## src/rtl/life_hud_ctrl.sv

```systemverilog
// Life/HUD controller: life count, invulnerability/death FSM, per-mask break/fill
// animation and a registered per-pixel mask hit query. Optional macro: LIFE_HUD_FLASH_EN.
module life_hud_ctrl #(
  parameter int NUM_MASKS     = 5,
  parameter int LIFE_W        = 4,
  parameter int COORD_W       = 10,
  parameter int MASK_X0       = 20,
  parameter int MASK_Y0       = 20,
  parameter int MASK_PITCH    = 40,
  parameter int MASK_SX       = 30,
  parameter int MASK_SY       = 36,
  parameter int INVULN_FRAMES = 60,
  parameter int ANIM_FRAMES   = 8
) (
  input  logic                   Clk,
  input  logic                   Reset,
  input  logic                   frame_vs,
  input  logic                   dmg_req,
  input  logic                   heal_req,
  input  logic                   revive_req,
  input  logic [COORD_W-1:0]     DrawX,
  input  logic [COORD_W-1:0]     DrawY,
  output logic [LIFE_W-1:0]      life,
  output logic                   dead,
  output logic                   invuln,
  output logic [2*NUM_MASKS-1:0] mask_state,
  output logic                   mask_hit,
  output logic [3:0]             mask_hit_idx,
  output logic [1:0]             mask_hit_state
);

  localparam logic [1:0] M_EMPTY = 2'b00;
  localparam logic [1:0] M_FULL  = 2'b01;
  localparam logic [1:0] M_BREAK = 2'b10;
  localparam logic [1:0] M_FILL  = 2'b11;

  localparam int INV_W  = $clog2(INVULN_FRAMES + 1);
  localparam int ANIM_W = $clog2(ANIM_FRAMES + 1);

  localparam logic [LIFE_W-1:0] LIFE_MAX  = LIFE_W'(NUM_MASKS);
  localparam logic [INV_W-1:0]  INV_LOAD  = INV_W'(INVULN_FRAMES);
  localparam logic [ANIM_W-1:0] ANIM_LOAD = ANIM_W'(ANIM_FRAMES);

  typedef enum logic [1:0] {
    ST_ALIVE  = 2'd0,
    ST_INVULN = 2'd1,
    ST_DEAD   = 2'd2
  } state_t;

  state_t             state;
  logic               frame_q;
  logic               tick;
  logic [INV_W-1:0]   inv_cnt;
  logic [1:0]         mask_st  [NUM_MASKS];
  logic [ANIM_W-1:0]  anim_cnt [NUM_MASKS];

  logic dmg_ok;
  logic heal_ok;
  logic revive_ok;

  assign tick = ~frame_q & frame_vs;

  // A same-cycle damage request always drops the heal.
  assign dmg_ok    = dmg_req && (state == ST_ALIVE) && (life != '0);
  assign heal_ok   = heal_req && !dmg_req && (state != ST_DEAD) && (life != LIFE_MAX);
  assign revive_ok = revive_req && (state == ST_DEAD);

  always_ff @(posedge Clk) begin
    if (Reset) begin
      frame_q <= 1'b1;
      state   <= ST_ALIVE;
      life    <= LIFE_MAX;
      dead    <= 1'b0;
      invuln  <= 1'b0;
      inv_cnt <= '0;
    end else begin
      frame_q <= frame_vs;
      case (state)
        ST_ALIVE: begin
          if (dmg_ok) begin
            life <= life - LIFE_W'(1);
            if (life == LIFE_W'(1)) begin
              state <= ST_DEAD;
              dead  <= 1'b1;
            end else begin
              state   <= ST_INVULN;
              invuln  <= 1'b1;
              inv_cnt <= INV_LOAD;
            end
          end else if (heal_ok) begin
            life <= life + LIFE_W'(1);
          end
        end
        ST_INVULN: begin
          if (heal_ok) begin
            life <= life + LIFE_W'(1);
          end
          if (tick) begin
            if (inv_cnt <= INV_W'(1)) begin
              state   <= ST_ALIVE;
              invuln  <= 1'b0;
              inv_cnt <= '0;
            end else begin
              inv_cnt <= inv_cnt - INV_W'(1);
            end
          end
        end
        ST_DEAD: begin
          if (revive_ok) begin
            state <= ST_ALIVE;
            dead  <= 1'b0;
            life  <= LIFE_MAX;
          end
        end
        default: begin
          state   <= ST_ALIVE;
          dead    <= 1'b0;
          invuln  <= 1'b0;
          inv_cnt <= '0;
        end
      endcase
    end
  end

  // Requests retarget a mask and restart its animation; ticks only age running animations.
  always_ff @(posedge Clk) begin
    if (Reset) begin
      for (int i = 0; i < NUM_MASKS; i++) begin
        mask_st[i]  <= M_FULL;
        anim_cnt[i] <= '0;
      end
    end else begin
      for (int i = 0; i < NUM_MASKS; i++) begin
        if (revive_ok) begin
          mask_st[i]  <= M_FILL;
          anim_cnt[i] <= ANIM_LOAD;
        end else if (dmg_ok && (i == int'(life) - 1)) begin
          mask_st[i]  <= M_BREAK;
          anim_cnt[i] <= ANIM_LOAD;
        end else if (heal_ok && (i == int'(life))) begin
          mask_st[i]  <= M_FILL;
          anim_cnt[i] <= ANIM_LOAD;
        end else if (tick && (anim_cnt[i] != '0)) begin
          anim_cnt[i] <= anim_cnt[i] - ANIM_W'(1);
          if (anim_cnt[i] == ANIM_W'(1)) begin
            if (mask_st[i] == M_BREAK) mask_st[i] <= M_EMPTY;
            else if (mask_st[i] == M_FILL) mask_st[i] <= M_FULL;
          end
        end
      end
    end
  end

  always_comb begin
    mask_state = '0;
    for (int i = 0; i < NUM_MASKS; i++) begin
      mask_state[2*i +: 2] = mask_st[i];
    end
  end

  // Box compare in int so boxes beyond the coordinate range never alias back.
  int   hit_dx;
  int   hit_dy;
  logic hit_any;
  logic [3:0] hit_idx;
  logic [1:0] hit_st;

  assign hit_dx = int'(DrawX);
  assign hit_dy = int'(DrawY);

  always_comb begin
    hit_any = 1'b0;
    hit_idx = '0;
    hit_st  = M_EMPTY;
    for (int i = NUM_MASKS - 1; i >= 0; i--) begin
      if ((hit_dy >= MASK_Y0) && (hit_dy < MASK_Y0 + MASK_SY) &&
          (hit_dx >= MASK_X0 + i * MASK_PITCH) &&
          (hit_dx < MASK_X0 + i * MASK_PITCH + MASK_SX)) begin
        hit_any = 1'b1;
        hit_idx = 4'(i);
        hit_st  = mask_st[i];
      end
    end
  end

  logic show;

`ifdef LIFE_HUD_FLASH_EN
  logic       flash_on;
  logic [1:0] flash_cnt;

  // Phase is held ON outside INVULN, so each hit starts the blink from ON.
  always_ff @(posedge Clk) begin
    if (Reset) begin
      flash_on  <= 1'b1;
      flash_cnt <= '0;
    end else if (state != ST_INVULN) begin
      flash_on  <= 1'b1;
      flash_cnt <= '0;
    end else if (tick) begin
      flash_cnt <= flash_cnt + 2'd1;
      if (flash_cnt == 2'd3) flash_on <= ~flash_on;
    end
  end

  assign show = flash_on;
`else
  assign show = 1'b1;
`endif

  always_ff @(posedge Clk) begin
    if (Reset) begin
      mask_hit       <= 1'b0;
      mask_hit_idx   <= '0;
      mask_hit_state <= M_EMPTY;
    end else begin
      mask_hit       <= hit_any & show;
      mask_hit_idx   <= hit_idx;
      mask_hit_state <= hit_st;
    end
  end

endmodule
```

## config.mk

```make
export PLATFORM = sky130hd
export DESIGN_NAME = life_hud_ctrl
export DESIGN_NICKNAME = d
export VERILOG_FILES = /design/src/rtl/life_hud_ctrl.sv
export SDC_FILE = /design/constraint.sdc
export NUM_CORES = 1
export LEC_CHECK = 0
export ABC_CLOCK_PERIOD_IN_PS = 3250
export CAP_MARGIN = 20
export CORE_MARGIN = 8
export CORE_UTILIZATION = 50
export CTS_CLUSTER_DIAMETER = 30
export CTS_CLUSTER_SIZE = 28
export DETAILED_ROUTE_END_ITERATION = 7
export GPL_ROUTABILITY_DRIVEN = 0
export GPL_TIMING_DRIVEN = 0
export PLACE_DENSITY = 0.8
export SETUP_SLACK_MARGIN = 0.02
export SYNTH_ARGS = -nofsm -noshare
export SYNTH_HDL_FRONTEND = slang
export SYNTH_SLANG_ARGS = --single-unit
```

## constraint.sdc

```tcl
create_clock -name Clk -period 3.25 [get_ports Clk]
set_clock_uncertainty 0.05 [all_clocks]
set_input_delay 0.65 -clock Clk [delete_from_list [all_inputs] [get_ports Clk]]
set_output_delay 0.65 -clock Clk [all_outputs]
set_load 0.01 [all_outputs]
```

==> results of run 1 <==
cells by family (layout without fill, tap and decap cells):
kind of cell / Yosys count / count (layout)
AOI/OAI and AO/OA: 103 / 103
xor gates and xnor gates: 13 / 13
adders and majority gates: 23 / 23
buffers and inverters: 35 / 87
DFF: 51 / 51
muxes: 2 / 2
other: 1 / 1
and+or+nand+nor: 161 / 161
final timing paths:
path                            slack (ns)                        to                  from
worst max-delay path                  0.28  anim_cnt[4][3]$_DFFE_PP_  life[0]$_SDFFE_PP1P_
worst min-delay path                  0.41       invuln$_SDFFE_PP0P_   invuln$_SDFFE_PP0P_
worst max register to register        0.28  anim_cnt[4][3]$_DFFE_PP_  life[0]$_SDFFE_PP1P_
worst min register to register        0.41       invuln$_SDFFE_PP0P_   invuln$_SDFFE_PP0P_
registers in the layout, indices dropped and copies added (netlist names):
name and cells:
anim_cnt 20, mask_st 10, inv_cnt 6, life 4, mask_hit_idx 3, mask_hit_state 2, state 2, dead 1
frame_q 1, invuln 1, mask_hit 1
cell usage in the layout (no fill, tap or decap), drive strengths merged, types with 3 or more instances in the layout:
| cell | count |
|---|---|
| and2 | 3 |
| nand3 | 9 |
| inv | 22 |
| buf | 6 |
| o21a | 5 |
| o21ai | 20 |
| a22oi | 7 |
| nand2b | 11 |
| nor2b | 3 |
| a21oi | 28 |
| nor2 | 38 |
| nor4 | 5 |
| a221o | 4 |
| xnor2 | 9 |
| o211ai | 4 |
| a221oi | 3 |
| nand4 | 4 |
| edfxtp | 30 |
| ha | 23 |
| a31oi | 6 |
| nand2 | 31 |
| nor3 | 32 |
| or2 | 3 |
| nor3b | 6 |
| clkinv | 3 |
| and3 | 3 |
| o22ai | 3 |
| clkdlybuf4s50 | 44 |
| xor2 | 4 |
| clkbuf | 11 |
| dfxtp | 21 |
report_power, final:
group          internal [mW]  switching (mW)
combinational          0.706           0.893
clock                  0.151           0.222
sequential             0.870           0.158
layout make-up:
class                      instances  area (um2)  area share, %
buffer                            12        70.1           1.68
multi-input combinational        303        2050           49.1
timing repair buffer              44         440           10.5
sequential                        51        1320           31.6
inverter                          23        86.3           2.07
tap                               96         120           2.88
clock buffer                       5        68.8           1.65
clock inverter                     3        20.0          0.479
tightest hold or removal path, stage by stage (launching register included):
cell and delay (ns):
dfxtp_1 0.32, nand2_1 0.05, a21oi_1 0.05
routing by layer:
layer	part of all wire (%)	vias to the layer above	wire, um	global-route usage [%]
met4	1.7	0	146	5.58
met5	0	-	0	0
met3	7.0	16	593	3.88
li1	-	1538	-	-
met1	46	1446	3930	22.0
met2	45	116	3800	28.4
through the flow:
stage / instance area (um2) / worst slack, ns / utilization, % / instances
6_report: 4180 / 0.283 / 61.5 / 537
3_3_place_gp: 4090 / 0.342 / 60.2 / 529
3_5_place_dp: 4090 / 0.297 / 60.2 / 529
5_1_grt: 4180 / 0.0952 / 61.5 / 537
2_1_floorplan: 3530 / 0.732 / - / 389
4_1_cts: 4180 / 0.307 / 61.5 / 537
==> impl_results.md, run 1 <==
* Die Span X at 100 um
* Leakage at 1.50 nW
* Post-synth EDFFs at 30
* Vias in the first global route at ~3.1k
* Post-synth ARST share at 0%
* Most frequent cells after synthesis: 38 x nor2_1, 31 x nand2_1, 30 x edfxtp_1, 29 x nor3_1, 28 x a21oi_1
* Largest area contributor in the netlist: edfxtp_1
* Register-to-Register Path Depth at 9
* H-Tree Level Count at 2
* CP Data Required Time at 3.24 ns
* Antenna-violating nets left at 0
* Hold WC Path Type: reg2reg
* Synthesis-to-finish area growth at 18.4%
* Worst slack on hold paths at a little over 0.4 ns
* Synth Area in Simple Gates at 24.8%
* Ranking of synthesized cells by area: edfxtp_1 26%, dfxtp_1 12%, ha_1 8.2%
* Crit Path Category: reg2reg
* Synthesized instance count at 389
* Largest family of logic cells by synthesized area: simple AND/OR/NAND/NOR gates
* RSZ-0062 raised after global routing: false
* Final-layout fill cell count at 586
* Syn nets at 438
* Clk sinks at 51
* DR WL/cell at 15.8 um
* Slew Limit Fails at 0
* Reg clk slew, reported paths at 0.10 ns
* Measured slew at the worst slew-check pin at 0.683 ns
* # rows at 30
* Hpwl dp at 6.55 mm
* Post-synthesis mux area share at 0.603%
* Most common cell in the netlist: nor2_1
* Worst-path cell with the longest stage delay: dfxtp_1
* Avg Cell Area, Syn at 9.07 um2
* Tot Pwr at between 2 and 3 mW
* Max-Cap Viols at 0
* Final TNS setup at 0 ns
* Hold path depth at 2
* Synthesized area at 0.00353 mm2
* First-pass GRT wire length at 14.5 mm
* Die footprint at 0.0100 mm2
* Number of synthesized register bits at 51
* # hold bufs at CTS at 0
* Crit path buffers/inverters at 2
* DRC errors left at 0
* CP delay by family, top: simple AND/OR/NAND/NOR gates
* Initial antenna violation count at 0
* Pin count of the biggest net entering global routing at 17
* Synth Area in Compound Gates at 21.2%
* Top FF cell, synth: edfxtp_1
* Period utilisation layout at 91.3%
* Core region area at 0.00679 mm2
* CP Capture Type: flop
* Post-Synth Adder-Cell Area at 8.16%
* Outcome: finished clean
* Crit path launch type: flop
* Grt ovf at 0
* Clock Tree Buf Depth at 2
* Sequential area share after synthesis at 37.5%
* CP Cell Sequence: inv_1 -> ha_1 -> buf_2 -> or2b_4 -> o22ai_1 -> nor2_1 -> nand4_4 -> nor4_1 -> a311oi_1
* Min Tclk post-route at 2.97 ns
* Post-synth top area share at 25.5%
* Initial DRT Pass Iterations at 5
* Buffers inserted by post-CTS timing repair at 0
* Final Hold Fails at 0
* DR iter-0 viols at 153
* Yosys warns at 0
* Fraction of layout instances using a drive strength above 1 at 7.94%
* Via count at roughly 3.1k
* Relative slew margins at between 50% and 60%
* TritonCTS buffer count at 5
* ANT cells at 0
* Final Setup Violations at 0
* I/O pin count at 49
* Initial Utilization at about 52%
* Xor/xnor cell area share of the yosys netlist at 3.23%
* VDD IR-drop max at 0.465 mV
* CP peak stage delay at roughly 0.60 ns
* CTS root buffer: clkbuf_8
* Yosys cell types at 73
* Layout net count at about 490
* Final WL at 8.47 mm
* Via density at about 5.8
* Post-cts resize count at 0
* Crit path depth at 9
* Tot GR Track Use at 17.3%
* Die height at 100 um
* Crit path max fanout at 12
* Power per cell area at 718 mW/mm2
* Worst EP arrival at 2.95 ns
* CTS tree: yes
* F_max at 0.337 GHz
* Clock Latency Late Sink at 0.31 ns
* Number of I/O port buffers at 44
(Power assumes the default switching activity.)
==> inputs of run 2 (changes only) <==
CORE_UTILIZATION = 30   (was 50)
PLACE_DENSITY = 0.55   (was 0.8)
==> impl_results.md, run 2 (synthesis results as in run 1) <==
* Outcome: finished clean
* Number of I/O port buffers at 44 (unchanged)
* DR WL/cell at 16.0 um (+1.6%)
* Hpwl dp at 7.21 mm (+10%)
* Max-Cap Viols at 0 (unchanged)
* Die footprint at 0.0155 mm2 (+55%)
* Finished Core Util at 37.6% (-24 points)
* Final Setup Violations at 0 (unchanged)
* Largest register FFs at 20 (unchanged)
* Antenna-violating nets left at 0 (unchanged)
* Pin count of the biggest net entering global routing at 17 (unchanged)
* Setup slack at placement at 0.191 ns (-0.107 ns)
* Leakage at 1.54 nW (+2.8%)
* Min Tclk post-route at 2.95 ns (-0.0139 ns)
* Commonest cells after routing, fill and taps aside: 44 x clkdlybuf4s50_1, 38 x nor2_1, 31 x nand2_1, 30 x edfxtp_1, 29 x nor3_1
* Slew Limit Fails at 0 (unchanged)
* Post-cts resize count at 0 (unchanged)
* CTS root buffer: clkbuf_16
* Vias in the first global route at 3083 (-0.80%)
* CP Data Required Time at 3.21 ns (-0.03 ns)
* Grt met2 use at 18.7% (-9.7 points)
* CP Capture Type: flop
* Reg clk slew, reported paths at 0.07 ns (-0.03 ns)
* Final TNS setup at 0 ns (unchanged)
* Initial antenna violation count at 0 (unchanged)
* Met1 usage at 15.5% (-6.5 points)
* Relative slew margins at 50.1% (-4.3 points)
* VDD IR-drop max at 0.368 mV (-21%)
* Final WL at 9.37 mm (+11%)
* Buffers inserted by post-CTS timing repair at 0 (unchanged)
* Clock Tree Buf Depth at 2 (unchanged)
* M3 GR Usage at 2.72% (-1.2 points)
* Crit path max fanout at 12 (unchanged)
* ANT cells at 0 (unchanged)
* RSZ-0062 raised after global routing: false
* Core region area at 0.0115 mm2 (+69%)
* Gr busiest metal: met2
* CP Cell Sequence: inv_1 -> ha_1 -> buf_2 -> or2b_4 -> o22ai_1 -> nor2_1 -> nand4_4 -> nor4_1 -> a311oi_1
* Via count at 3102 (-0.45%)
* Largest Register: anim_cnt
* Synthesis-to-finish area growth at 22.3%
* F_max at 0.339 GHz (+0.47%)
* Crit Path Category: reg2reg
* Period utilisation layout at 90.9% (-0.43 points)
* CP peak stage delay at 0.63 ns (+0.03 ns)
* Die height at 124 um (+24%)
* Initial Utilization at 30.8% (-21 points)
* Fin area at 0.00432 mm2 (+3.3%)
* Commonest non-fill, non-tap cell in the layout: clkdlybuf4s50_1
* # hold bufs at CTS at 0 (unchanged)
* Via density at 5.31 (-8.5%)
* Die Span X at 124 um (+24%)
* Measured slew at the worst slew-check pin at 0.748 ns (+0.0652 ns)
* Tot Pwr at 3.26 mW (+8.6%)
* Hold WC Path Type: reg2reg
* Power per cell area at 755 mW/mm2 (+5.1%)
* Final Hold Fails at 0 (unchanged)
* Tot GR Track Use at 11.9% (-5.4 points)
* H-Tree Level Count at 2 (unchanged)
* Worst Slack Setup Final at 0.297 ns (+0.0139 ns)
* Clock Latency Late Sink at 0.29 ns (-0.02 ns)
* CTS tree: yes
* First-pass GRT wire length at 15.5 mm (+7.2%)
* Layout net count at 489 (unchanged)
* Grt ovf at 0 (unchanged)
* Largest registers: anim_cnt x20, mask_st x10, inv_cnt x6
* DR iter-0 viols at 221 (+44%)
* Initial DRT Pass Iterations at 5 (unchanged)
* Crit path launch type: flop
* Area of placed instances at 0.00415 mm2 (+1.4%)
* Fraction of layout instances using a drive strength above 1 at 8.16% (+0.23 points)
* CP delay by family, top: simple AND/OR/NAND/NOR gates
* Worst-path cell with the longest stage delay: dfxtp_1
* I/O pin count at 49 (unchanged)
* Final-layout fill cell count at 1134 (+94%)
* Worst EP arrival at 2.92 ns (-0.03 ns)
* DRC errors left at 0 (unchanged)
* Crit path buffers/inverters at 2 (unchanged)
* Clk sinks at 51 (unchanged)
* # rows at 39 (+30%)
* TritonCTS buffer count at 5 (unchanged)
run 2: changes by cell type in the layout (fill, tap and decap cells not counted), sizes merged:
cell,previous run,this run
bufinv,0,1
clkinvlp,1,0
run 2: layout make-up:
class                   count  area [um2]  share of cell area (%)
flip-flops and latches     51        1320                    30.6
clock inverters             3        43.8                    1.01
plain buffers              12        70.1                    1.62
multi-input cells         303        2050                    47.5
repair buffers             44         440                    10.2
well taps                 143         179                    4.15
clock buffers               5         125                    2.90
inverters                  23        86.3                    2.00
run 2: per-layer routing:
metal / vias up / share of wire (%)
met1: 1441 / 49
met5: - / 0
met3: 15 / 6.0
met4: 0 / 2.0
met2: 108 / 43
li1: 1538 / -
run 2: power by group:
part	switching, mW	internal, mW	total [mW]
Clock	0.241	0.364	0.605
Sequential	0.165	0.871	1.04
Combinational	0.912	0.706	1.62
run 2: through the flow:
| stage | hold WS (ns) | instances |
|---|---|---|
| floorplan | 0.413 | 389 |
| global placement | 0.409 | 576 |
| detailed placement | 0.416 | 576 |
| CTS | 0.430 | 584 |
| global route | 0.463 | 584 |
| finish | 0.420 | 584 |
run 2: path summary, 6_finish.rpt:
path | start | slack [ns] | cells after the start | to
worst max register to register | life[0]$_SDFFE_PP1P_ | 0.30 | 9 | anim_cnt[4][3]$_DFFE_PP_
worst max-delay path | life[0]$_SDFFE_PP1P_ | 0.30 | 9 | anim_cnt[4][3]$_DFFE_PP_
worst min-delay path | invuln$_SDFFE_PP0P_ | 0.42 | 2 | invuln$_SDFFE_PP0P_
worst min register to register | invuln$_SDFFE_PP0P_ | 0.42 | 2 | invuln$_SDFFE_PP0P_
run 2: tightest hold or removal path: cells and delay by family, from the launching register on:
family | cells | cell delay (ns)
flip-flops | 1 | 0.32
AND/OR/NAND/NOR | 1 | 0.05
AO/OA/AOI/OAI | 1 | 0.05
==> inputs of run 3 (changes only) <==
ABC_CLOCK_PERIOD_IN_PS = default   (was 3250)
SLEW_MARGIN = 20   (was default)
==> results of run 3 <==
No change in the layout: final DEF, timing and power equal those of run 2.
